[src/rtl/mpmix_pkg.sv]
// ============================================================================
// mpmix_pkg -- shared sample type, saturation limits and 24-bit saturator
// Revision: 1.0
// ============================================================================
`default_nettype none

package mpmix_pkg;

  localparam int          SAMPLE_W = 24;
  localparam logic [23:0] SAT_MAX  = 24'h7FFFFF;
  localparam logic [23:0] SAT_MIN  = 24'h800000;

  typedef logic signed [SAMPLE_W-1:0] sample_t;

  typedef struct packed {
    sample_t value;
    logic    clipped;
  } sat_t;

  function automatic sat_t sat24(input logic signed [31:0] acc);
    sat_t r;
    if (acc > 32'sd8388607) begin
      r.value   = SAT_MAX;
      r.clipped = 1'b1;
    end else if (acc < -32'sd8388608) begin
      r.value   = SAT_MIN;
      r.clipped = 1'b1;
    end else begin
      r.value   = acc[SAMPLE_W-1:0];
      r.clipped = 1'b0;
    end
    return r;
  endfunction

endpackage

`default_nettype wire

[src/rtl/mpmix_tagdly.sv]
// ============================================================================
// mpmix_tagdly -- DEPTH-stage {valid,last} delay line aligned to the multiplier
// Revision: 1.0
// ============================================================================
`default_nettype none

module mpmix_tagdly #(
  parameter int DEPTH = 5
) (
  input  logic clk,
  input  logic rst,
  input  logic valid_i,
  input  logic last_i,
  output logic valid_o,
  output logic last_o
);

  logic [DEPTH-1:0] valid_q;
  logic [DEPTH-1:0] last_q;

  generate
    if (DEPTH == 1) begin : g_single
      always_ff @(posedge clk) begin
        if (rst) begin
          valid_q <= '0;
          last_q  <= '0;
        end else begin
          valid_q <= valid_i;
          last_q  <= last_i & valid_i;
        end
      end
    end else begin : g_chain
      always_ff @(posedge clk) begin
        if (rst) begin
          valid_q <= '0;
          last_q  <= '0;
        end else begin
          valid_q <= {valid_q[DEPTH-2:0], valid_i};
          last_q  <= {last_q[DEPTH-2:0], last_i & valid_i};
        end
      end
    end
  endgenerate

  assign valid_o = valid_q[DEPTH-1];
  assign last_o  = last_q[DEPTH-1];

endmodule

`default_nettype wire

[src/rtl/mpmix_accum.sv]
// ============================================================================
// mpmix_accum -- sums per-channel products into one saturated frame sample
// Optional clip counter: define MPMIX_CLIP_CNT_EN.   Revision: 1.0
// ============================================================================
`default_nettype none

module mpmix_accum
  import mpmix_pkg::*;
#(
  parameter int NUM_CH     = 4,
  parameter int MP_LATENCY = 5,
  parameter int ACC_W      = 28
) (
  input  logic                clk,
  input  logic                rst,
  input  logic                ch_valid_i,
  input  logic                ch_last_i,
  input  logic signed [23:0]  mprod_i,
  output logic signed [23:0]  mix_o,
  output logic                mix_valid_o,
  input  logic                mix_ack_i,
  output logic                overrun_o
`ifdef MPMIX_CLIP_CNT_EN
  ,
  output logic        [15:0]  clip_cnt_o
`endif
);

  localparam int         CNT_W    = (NUM_CH > 1) ? $clog2(NUM_CH) : 1;
  localparam logic [0:0] ST_EMPTY = 1'b0;
  localparam logic [0:0] ST_FULL  = 1'b1;

  logic                    av;
  logic                    al;
  logic signed [ACC_W-1:0] acc_q;
  logic signed [ACC_W-1:0] sum;
  logic                    first_q;
  logic [CNT_W-1:0]        ch_cnt_q;
  logic                    close;
  sat_t                    sat_r;
  logic [0:0]              state_q, state_d;
  sample_t                 mix_q, mix_d;
  logic                    overrun_q, overrun_d;

  mpmix_tagdly #(.DEPTH(MP_LATENCY)) u_tagdly (
    .clk     (clk),
    .rst     (rst),
    .valid_i (ch_valid_i),
    .last_i  (ch_last_i),
    .valid_o (av),
    .last_o  (al)
  );

  assign sum   = (first_q ? '0 : acc_q) + {{(ACC_W-SAMPLE_W){mprod_i[SAMPLE_W-1]}}, mprod_i};
  assign close = av & (al | (ch_cnt_q == CNT_W'(NUM_CH-1)));
  assign sat_r = sat24(32'(sum));

  always_ff @(posedge clk) begin
    if (rst) begin
      acc_q    <= '0;
      first_q  <= 1'b1;
      ch_cnt_q <= '0;
    end else if (av) begin
      acc_q <= sum;
      if (close) begin
        first_q  <= 1'b1;
        ch_cnt_q <= '0;
      end else begin
        first_q  <= 1'b0;
        ch_cnt_q <= ch_cnt_q + 1'b1;
      end
    end
  end

  // A close always wins over a plain ack; ack in the close cycle only suppresses overrun.
  always_comb begin
    state_d   = state_q;
    mix_d     = mix_q;
    overrun_d = overrun_q;
    if (close) begin
      mix_d   = sat_r.value;
      state_d = ST_FULL;
      if ((state_q == ST_FULL) && !mix_ack_i) begin
        overrun_d = 1'b1;
      end
    end else if ((state_q == ST_FULL) && mix_ack_i) begin
      state_d = ST_EMPTY;
    end
  end

  always_ff @(posedge clk) begin
    if (rst) begin
      state_q   <= ST_EMPTY;
      mix_q     <= '0;
      overrun_q <= 1'b0;
    end else begin
      state_q   <= state_d;
      mix_q     <= mix_d;
      overrun_q <= overrun_d;
    end
  end

  assign mix_o       = mix_q;
  assign mix_valid_o = (state_q == ST_FULL);
  assign overrun_o   = overrun_q;

`ifdef MPMIX_CLIP_CNT_EN
  logic [15:0] clip_cnt_q;

  always_ff @(posedge clk) begin
    if (rst) begin
      clip_cnt_q <= '0;
    end else if (close && sat_r.clipped && (clip_cnt_q != 16'hFFFF)) begin
      clip_cnt_q <= clip_cnt_q + 16'd1;
    end
  end

  assign clip_cnt_o = clip_cnt_q;
`endif

endmodule

`default_nettype wire

[config.mk]
export PLATFORM = sky130hd
export DESIGN_NAME = mpmix_accum
export DESIGN_NICKNAME = d
export VERILOG_FILES = /design/src/rtl/mpmix_pkg.sv /design/src/rtl/mpmix_tagdly.sv /design/src/rtl/mpmix_accum.sv
export SDC_FILE = /design/constraint.sdc
export NUM_CORES = 1
export LEC_CHECK = 0
export CAP_MARGIN = 10
export CELL_PAD_IN_SITES_DETAIL_PLACEMENT = 0
export CELL_PAD_IN_SITES_GLOBAL_PLACEMENT = 1
export CORE_ASPECT_RATIO = 1.1
export CORE_MARGIN = 2
export CORE_UTILIZATION = 40
export DETAILED_ROUTE_END_ITERATION = 16
export PLACE_DENSITY_LB_ADDON = 0.1
export SYNTH_ARGS = -nofsm -noshare
export SYNTH_HDL_FRONTEND = slang
export SYNTH_SLANG_ARGS = --single-unit
[constraint.sdc]
create_clock -name clk -period 12.6 [get_ports clk]
set_input_delay 3.78 -clock clk [delete_from_list [all_inputs] [get_ports clk]]
set_output_delay 3.78 -clock clk [all_outputs]
set_load 0.005 [all_outputs]
==> flow_summary.json <==
{
  "clk_pin_slew_ns": 0.07,
  "cts_tree": "done",
  "drive_above_1_share_pct": 7.65,
  "hold_path_class": "flop to flop",
  "fin_hold_ws_ns": 0.434,
  "clock-root-buffer": "clkbuf_8",
  "crit_path_top_delay_cell": "o41ai_4",
  "setup_violations": 0,
  "start_util_pct": 41.3,
  "viasPerCell": 5.26,
  "power_leakage_uw": 0.00179,
  "final_area_sq_um": 4820,
  "vias": 3379,
  "worstMarginPinSlew_ns": 1.13,
  "switching_share_pct": 25.8,
  "post_dp_cell_area_sq_um": 4620,
  "synth_seq_cells": 67,
  "io_pins": 55,
  "htreeDepth": 3,
  "postSynthCellCount": 475,
  "r2r_end": "mix_o[1]$_SDFFE_PP0P_",
  "antenna_found_initial": 0,
  "seq_area_frac_synth_pct": 32.8,
  "clock.fmax_mhz": 133,
  "synth.distinct_cells": 54,
  "internal_power_uw": 322,
  "slew_violations": 0,
  "irDropWorstVdd_mv": 0.0564,
  "die_w_um": 100,
  "slew_headroom_pct": 24.3,
  "routed_wl_um": 9640,
  "yosys.area.top_type": "dfxtp_1",
  "cts-resized-gates": 0,
  "whs_endpoint": "u_tagdly.last_q[2]$_SDFF_PP0_",
  "p_per_area_nw_per_um2": 90.1,
  "cp_cell_sequence": "clkdlybuf4s50_1 > ha_1 > inv_1 > fa_1 > nand2b_1 > a21oi_1 > o211ai_1 > o41ai_2 > a311oi_2 > xor2_2 > o41ai_4 > buf_4 > nand2_1 > a211oi_1",
  "postRouteAntennaNets": 0,
  "wl_met1_um": 4660,
  "drtIter0Drc": 138,
  "grt_pass1_vias": 3306,
  "die_h_um": 110,
  "fin_setup_tns_ns": 0,
  "grt_pass1_wl_um": 16100,
  "ff2ff_setup_slack_ns": 7.82,
  "drc": 0,
  "synthesis.area_sq_um": 4080,
  "syn-num-nets": 533,
  "dp_hpwl_um": 6890,
  "synth_area_leaders": "dfxtp_1 33%, ha_1 8.6%, mux2i_1 6.4%, nor2b_1 6.1%, nor2_1 5.9%",
  "worstPathMaxFanout": 14,
  "p_sw_uw": 112,
  "final_hold_viol_count": 0,
  "r2r-start": "first_q$_SDFFE_PP1P_",
  "post-cts-setup-buffers": 0,
  "hold_buffers": 0,
  "grt_util_all_layers_pct": 18.7,
  "pwr-share-seq_pct": 49.4,
  "core_area_sq_um": 9890,
  "cts_buffer_depth": 2,
  "rsz0062_at_grt": "no",
  "gp_congestion": 0.826,
  "wl_met2_um": 4480,
  "grt_max_degree": 67,
  "rr_worst_depth": 14,
  "grt-ovfl-total": 0,
  "clock-sinks": 67,
  "clk_latency_ns": 0.35,
  "post-route-util_pct": 48.7,
  "met3_length_um": 314,
  "status": "finished clean",
  "async_flop_share_pct": 0,
  "pwr-share-comb_pct": 9.4,
  "fillers": 971,
  "first_pass_iters": 5,
  "worstHoldPathCells": 1,
  "clock_skew_ns": 0.00763,
  "synth_edf_count": 0,
  "p_clk_share_pct": 41.2,
  "placementRows": 38,
  "top_layer": "met4",
  "portBuffers": 54,
  "startpoint_type": "input pin",
  "areaGrowthSynthToFinish_pct": 17.9,
  "cap_violations": 0,
  "min_from": "u_tagdly.last_q[1]$_SDFF_PP0_",
  "path_class": "input pin to flop",
  "nets": 576,
  "slowest_delay_ns": 0.73,
  "required_ns": 12.86,
  "numCtsBuffers": 9,
  "insertedDiodeCount": 0,
  "routedWlPerCell_um": 15.0,
  "fin_crit_ns": 7.51,
  "synth.top_cell.area_share_pct": 32.8,
  "worst_setup_path_end_kind": "flop",
  "yosysWarnings": 0,
  "fin_crit_sh_pct": 59.6,
  "synth_ff_type": "dfxtp_1",
  "synth_area_per_cell_sq_um": 8.60,
  "cp_data_arrival_time_ns": 7.77,
  "dieArea_sq_um": 11000
}
flip-flops by register name, summed over array words and instances (netlist names):
register	flops
acc_q	28
ch_cnt_q	2
first_q	1
mix_o	24
mix_valid_o	1
overrun_o	1
u_tagdly.last_q	5
u_tagdly.valid_q	5
worst max-delay path by stage:
stage          startpoint                     end  cells after the start
5_1_grt        mprod_i[0]   mix_o[2]$_SDFFE_PP0P_                     14
2_1_floorplan  mprod_i[0]  mix_o[10]$_SDFFE_PP0P_                     13
6_report       mprod_i[0]  mix_o[13]$_SDFFE_PP0P_                     14
4_1_cts        mprod_i[0]   mix_o[1]$_SDFFE_PP0P_                     14
3_5_place_dp   mprod_i[0]   mix_o[9]$_SDFFE_PP0P_                     14
3_3_place_gp   mprod_i[0]   mix_o[0]$_SDFFE_PP0P_                     14
logic make-up (layout without fill, tap and decap cells):
group	after synthesis	in the layout	share of synthesized area (%)
buffers and inverters	35	83	5.18
XOR/XNOR	27	27	5.97
flip-flops	67	67	32.8
multiplexers	26	26	6.37
AO/OA/AOI/OAI	110	110	19.6
AND/OR/NAND/NOR	181	181	21.0
adder cells (fa/ha/maj)	29	29	9.07
cells in the mapped netlist (2+ instances only):
| master | count |
|---|---|
| clkbuf_1 | 14 |
| o41ai_4 | 2 |
| nand2_1 | 42 |
| nor3_1 | 4 |
| o21bai_1 | 3 |
| clkbuf_2 | 2 |
| o21ai_0 | 14 |
| o21a_1 | 2 |
| a211oi_2 | 4 |
| nor2_1 | 64 |
| inv_1 | 9 |
| xnor2_1 | 17 |
| ha_1 | 28 |
| a21o_1 | 6 |
| o211ai_1 | 5 |
| and2_1 | 2 |
| mux2i_1 | 26 |
| dfxtp_1 | 67 |
| o221ai_1 | 2 |
| nand4_1 | 3 |
| clkbuf_8 | 4 |
| nand2b_1 | 5 |
| nor2b_1 | 40 |
| a21oi_1 | 35 |
| xor2_1 | 9 |
| and3_1 | 3 |
| nand3_1 | 11 |
| a31oi_1 | 2 |
| a211oi_1 | 22 |
| buf_6 | 4 |
metrics by stage:
step                      power (uW)  std cells  setup slack [ns]
final                            434        643              5.09
after global routing             452        643              4.69
after CTS                        440        643              5.08
after detailed placement         260        627              4.73
after global placement           260        627              4.81
after floorplan                  246        475              6.01
layout by cell type (no fill, tap or decap), drive strengths merged, types with 2 or more instances in the layout:
cell	synthesis	final
a211oi	26	26
a21o	7	7
a21oi	35	35
a311oi	2	2
a31oi	2	2
and2	3	3
and3	4	4
buf	5	5
clkbuf	20	9
clkdlybuf4s50	0	53
clkinv	0	4
clkinvlp	0	2
dfxtp	67	67
ha	28	28
inv	9	9
mux2i	26	26
nand2	43	43
nand2b	5	5
nand3	11	11
nand4	3	3
nor2	65	65
nor2b	40	40
nor3	4	4
o211ai	5	5
o21a	2	2
o21ai	14	14
o21bai	3	3
o221ai	2	2
o41ai	3	3
xnor2	17	17
xor2	10	10
power by group through the flow:
stage                     registers (uW)  clock network, uW  logic (uW)
after global placement               219                  0        41.1
after floorplan                      218                  0        27.6
final                                214                179        40.8
after detailed placement             219                  0        40.9
after CTS                            214                185        41.2
after global routing                 215                192        45.1
critical path, delay by kind of cell:
family	cells	cell delay, ns
AOI/OAI and AO/OA	6	2.05
buffers and inverters	3	0.88
adders and majority gates	2	0.59
and+or+nand+nor	2	0.26
xor gates and xnor gates	1	0.20
metal layers:
layer | vias up | track usage [%]
li1 | 1745 | -
met1 | 1551 | 23.7
met2 | 66 | 31.1
met3 | 17 | 4.04
met4 | 0 | 7.24
met5 | - | 0
area by class of cell:
cell class	instances	area [sq um]	area share (%)
clock buffers	9	124	2.57
clock inverters	7	68.8	1.43
inverters	9	33.8	0.701
multi-input cells	373	2530	52.6
flip-flops and latches	67	1340	27.9
well taps	120	150	3.12
repair buffers	58	566	11.7
Note: power is estimated with default switching activity, not from simulation.
==> RTL change: new RTL, same flow settings <==
`ACC_W`: 28 -> 24.
--- a/src/rtl/mpmix_accum.sv
+++ b/src/rtl/mpmix_accum.sv
@@ -9,7 +9,7 @@
 #(
   parameter int NUM_CH     = 4,
   parameter int MP_LATENCY = 5,
-  parameter int ACC_W      = 28
+  parameter int ACC_W      = 24
 ) (
   input  logic                clk,
   input  logic                rst,
Check against the original RTL: not equivalent (a bounded check fails within 10 cycles, from zero or initial values and one cycle with rst high).
==> RTL change against the original RTL <==
  * Count of clock-buffer cells in the layout increased by 2
  * Routed wire length fell by 0.50%
  * Clock skew increased by 0.0061 ns
  * Power shrank 4.7%
  * Sequential cell count is 4 lower
  * Synthesized area decreased by 7.4%
  * Critical endpoint is now acc_q[19]$_SDFFE_PP0P_
  * Cell area decreased by 5.1%
  * Setup slack improved by 1.5 ns
  * Global-route usage grew 0.74 points
  * Critical path depth fell by 6
==> RTL change: results (changes against the original RTL) <==
* Layout cell share with drive strength beyond 1 at 5.976% (-1.7 points)
* Worst slew pin tran at 0.8086 ns (-0.3251 ns)
* Max incr delay on CP at 0.46 ns (-0.27 ns)
* Mean Syn Cell Area at 8.295 sq um (-3.5%)
* R2R setup slack at 9.50 ns (+1.68 ns)
* Leak Pwr at 1.653 nW (-7.6%)
* Detailed placer's ending HPWL at 6774 microns (-1.7%)
* 1st-pass router iterations at 4 (-1)
* Synth Net Count at 510 (-4.3%)
* Final Wtd Congestion at 0.8629 (+4.5%)
* Synth Area in Compound Gates at 21.47% (+1.9 points)
* Largest net degree at the start of global routing at 85 (+27%)
* Hold Path Sink: u_tagdly.valid_q[1]$_SDFF_PP0_
* CP Max Fanout at 6 (-8)
* WP data arrival at 6.25 ns (-1.52 ns)
* Clk slew on worst S/H paths at 0.08 ns
* Synth top cells by count: dfxtp_1, nand2_1, a21oi_1, nor2_1, nor2b_1
* Vias in the first global route at 3,309 (+0.091%)
* Vias per cell at 5.512 (+4.9%)
* Layout net count at 551 (-4.3%)
* Synth Area in Adders at 8.468% (-0.60 points)
* Overall Global Routing Usage at 19.44% (+0.74 points)
* First-pass GRT wire length at 16,150 microns (about the same)
* Multiplexer area fraction after synthesis at 2.646% (-3.7 points)
* Number of DRC markers in iteration 0 at 99 (-28%)
* Skew final at 0.01375 ns (+0.006122 ns)
* Initial antenna violation count at 0 (unchanged)
* Status: completed
* Placed Cells at 603 (-3.8%)
* Seq/Total Area, Yosys at 33.34% (+0.50 points)
* Worst R2R Path Depth at 9 (-5)
* XOR/XNOR share of the synthesized area at 3.010% (-3.0 points)
* Post-CTS setup buffer count at 0 (unchanged)
* Hold_sp: u_tagdly.valid_q[0]$_SDFF_PP0_
* Distinct cells, synth at 62 (+15%)
* Final std cells w/o fill at 619 (-3.7%)
* Synth area leaders: dfxtp_1, ha_1, nor2b_1
* Reg2reg end: acc_q[19]$_SDFFE_PP0P_
* Drt total wl at 9596 microns (-0.50%)
* Slowest CP cell: a311oi_4
* Max IR drop VDD at 62.20 uV (+10%)
[RTL change: cell types whose count changed after synthesis, sizes merged, moves of 5 or more]
| cell | delta |
|---|---|
| nor2b | -6 |
| nor3 | +7 |
| xnor2 | -7 |
| a21oi | +5 |
| or3 | +5 |
| nor3b | +7 |
| nor2 | -28 |
| mux2i | -16 |
| nand3b | +6 |
| a211oi | -19 |
| xor2 | -7 |
| o21ai | +8 |
[RTL change: layout make-up]
class	instances	area, sq um
Sequential cell	63	1261
Multi-Input combinational cell	358	2380
Tap cell	117	146.4
Clock inverter	5	57.56
Clock buffer	11	131.4
Fill cell	938	4687
Inverter	6	22.52
Timing Repair Buffer	59	573.1
[RTL change: power by group]
part,total (mW),switching [mW],internal (mW)
clock,0.177,0.0855,0.0919
sequential,0.201,0.000550,0.200
combinational,0.0354,0.0195,0.0159
[RTL change: logic make-up (layout without fill, tap and decap cells)]
kind of cell | count (synthesis) | in the layout
xor gates and xnor gates | 13 | 13
muxes | 10 | 10
AOI/OAI and AO/OA | 120 | 120
DFF | 63 | 63
adders and majority gates | 25 | 25
and+or+nand+nor | 190 | 190
buffers and inverters | 35 | 81
[RTL change: worst max-delay path, delay by kind of cell]
kind,cells,cell delay (ns)
simple gates,2,0.58
fa+ha+maj,1,0.37
buf+inv,1,0.41
compound gates,4,1.13
[RTL change: per-stage QoR]
| stage | setup WS, ns | total power [mW] | utilization (%) | cell area (sq um) | hold slack [ns] |
|---|---|---|---|---|---|
| floorplan | 6.845 | 0.2267 | - | 3782 | 0.4138 |
| global placement | 6.252 | 0.2409 | 47.34 | 4383 | 0.4157 |
| detailed placement | 6.218 | 0.2410 | 47.34 | 4383 | 0.4258 |
| CTS | 6.582 | 0.4191 | 49.38 | 4572 | 0.4451 |
| global route | 6.417 | 0.4320 | 49.38 | 4572 | 0.4540 |
| finish | 6.581 | 0.4138 | 49.38 | 4572 | 0.4422 |
[RTL change: worst max-delay path by stage]
stage | start | endpoint | slack, ns | depth (start not counted)
after floorplan | mprod_i[0] | acc_q[12]$_SDFFE_PP0P_ | 6.84 | 8
after global placement | mprod_i[4] | acc_q[19]$_SDFFE_PP0P_ | 6.25 | 8
after detailed placement | mprod_i[4] | acc_q[19]$_SDFFE_PP0P_ | 6.22 | 8
after CTS | mprod_i[4] | acc_q[19]$_SDFFE_PP0P_ | 6.58 | 8
after global routing | mprod_i[7] | acc_q[21]$_SDFFE_PP0P_ | 6.42 | 8
final | mprod_i[4] | acc_q[19]$_SDFFE_PP0P_ | 6.58 | 8
[RTL change: layer usage]
layer / share of wire (%) / global-route usage (%)
met4: 2.2 / 7.646
met3: 3.1 / 3.879
met1: 47 / 23.63
met5: 0 / 0
met2: 48 / 33.78
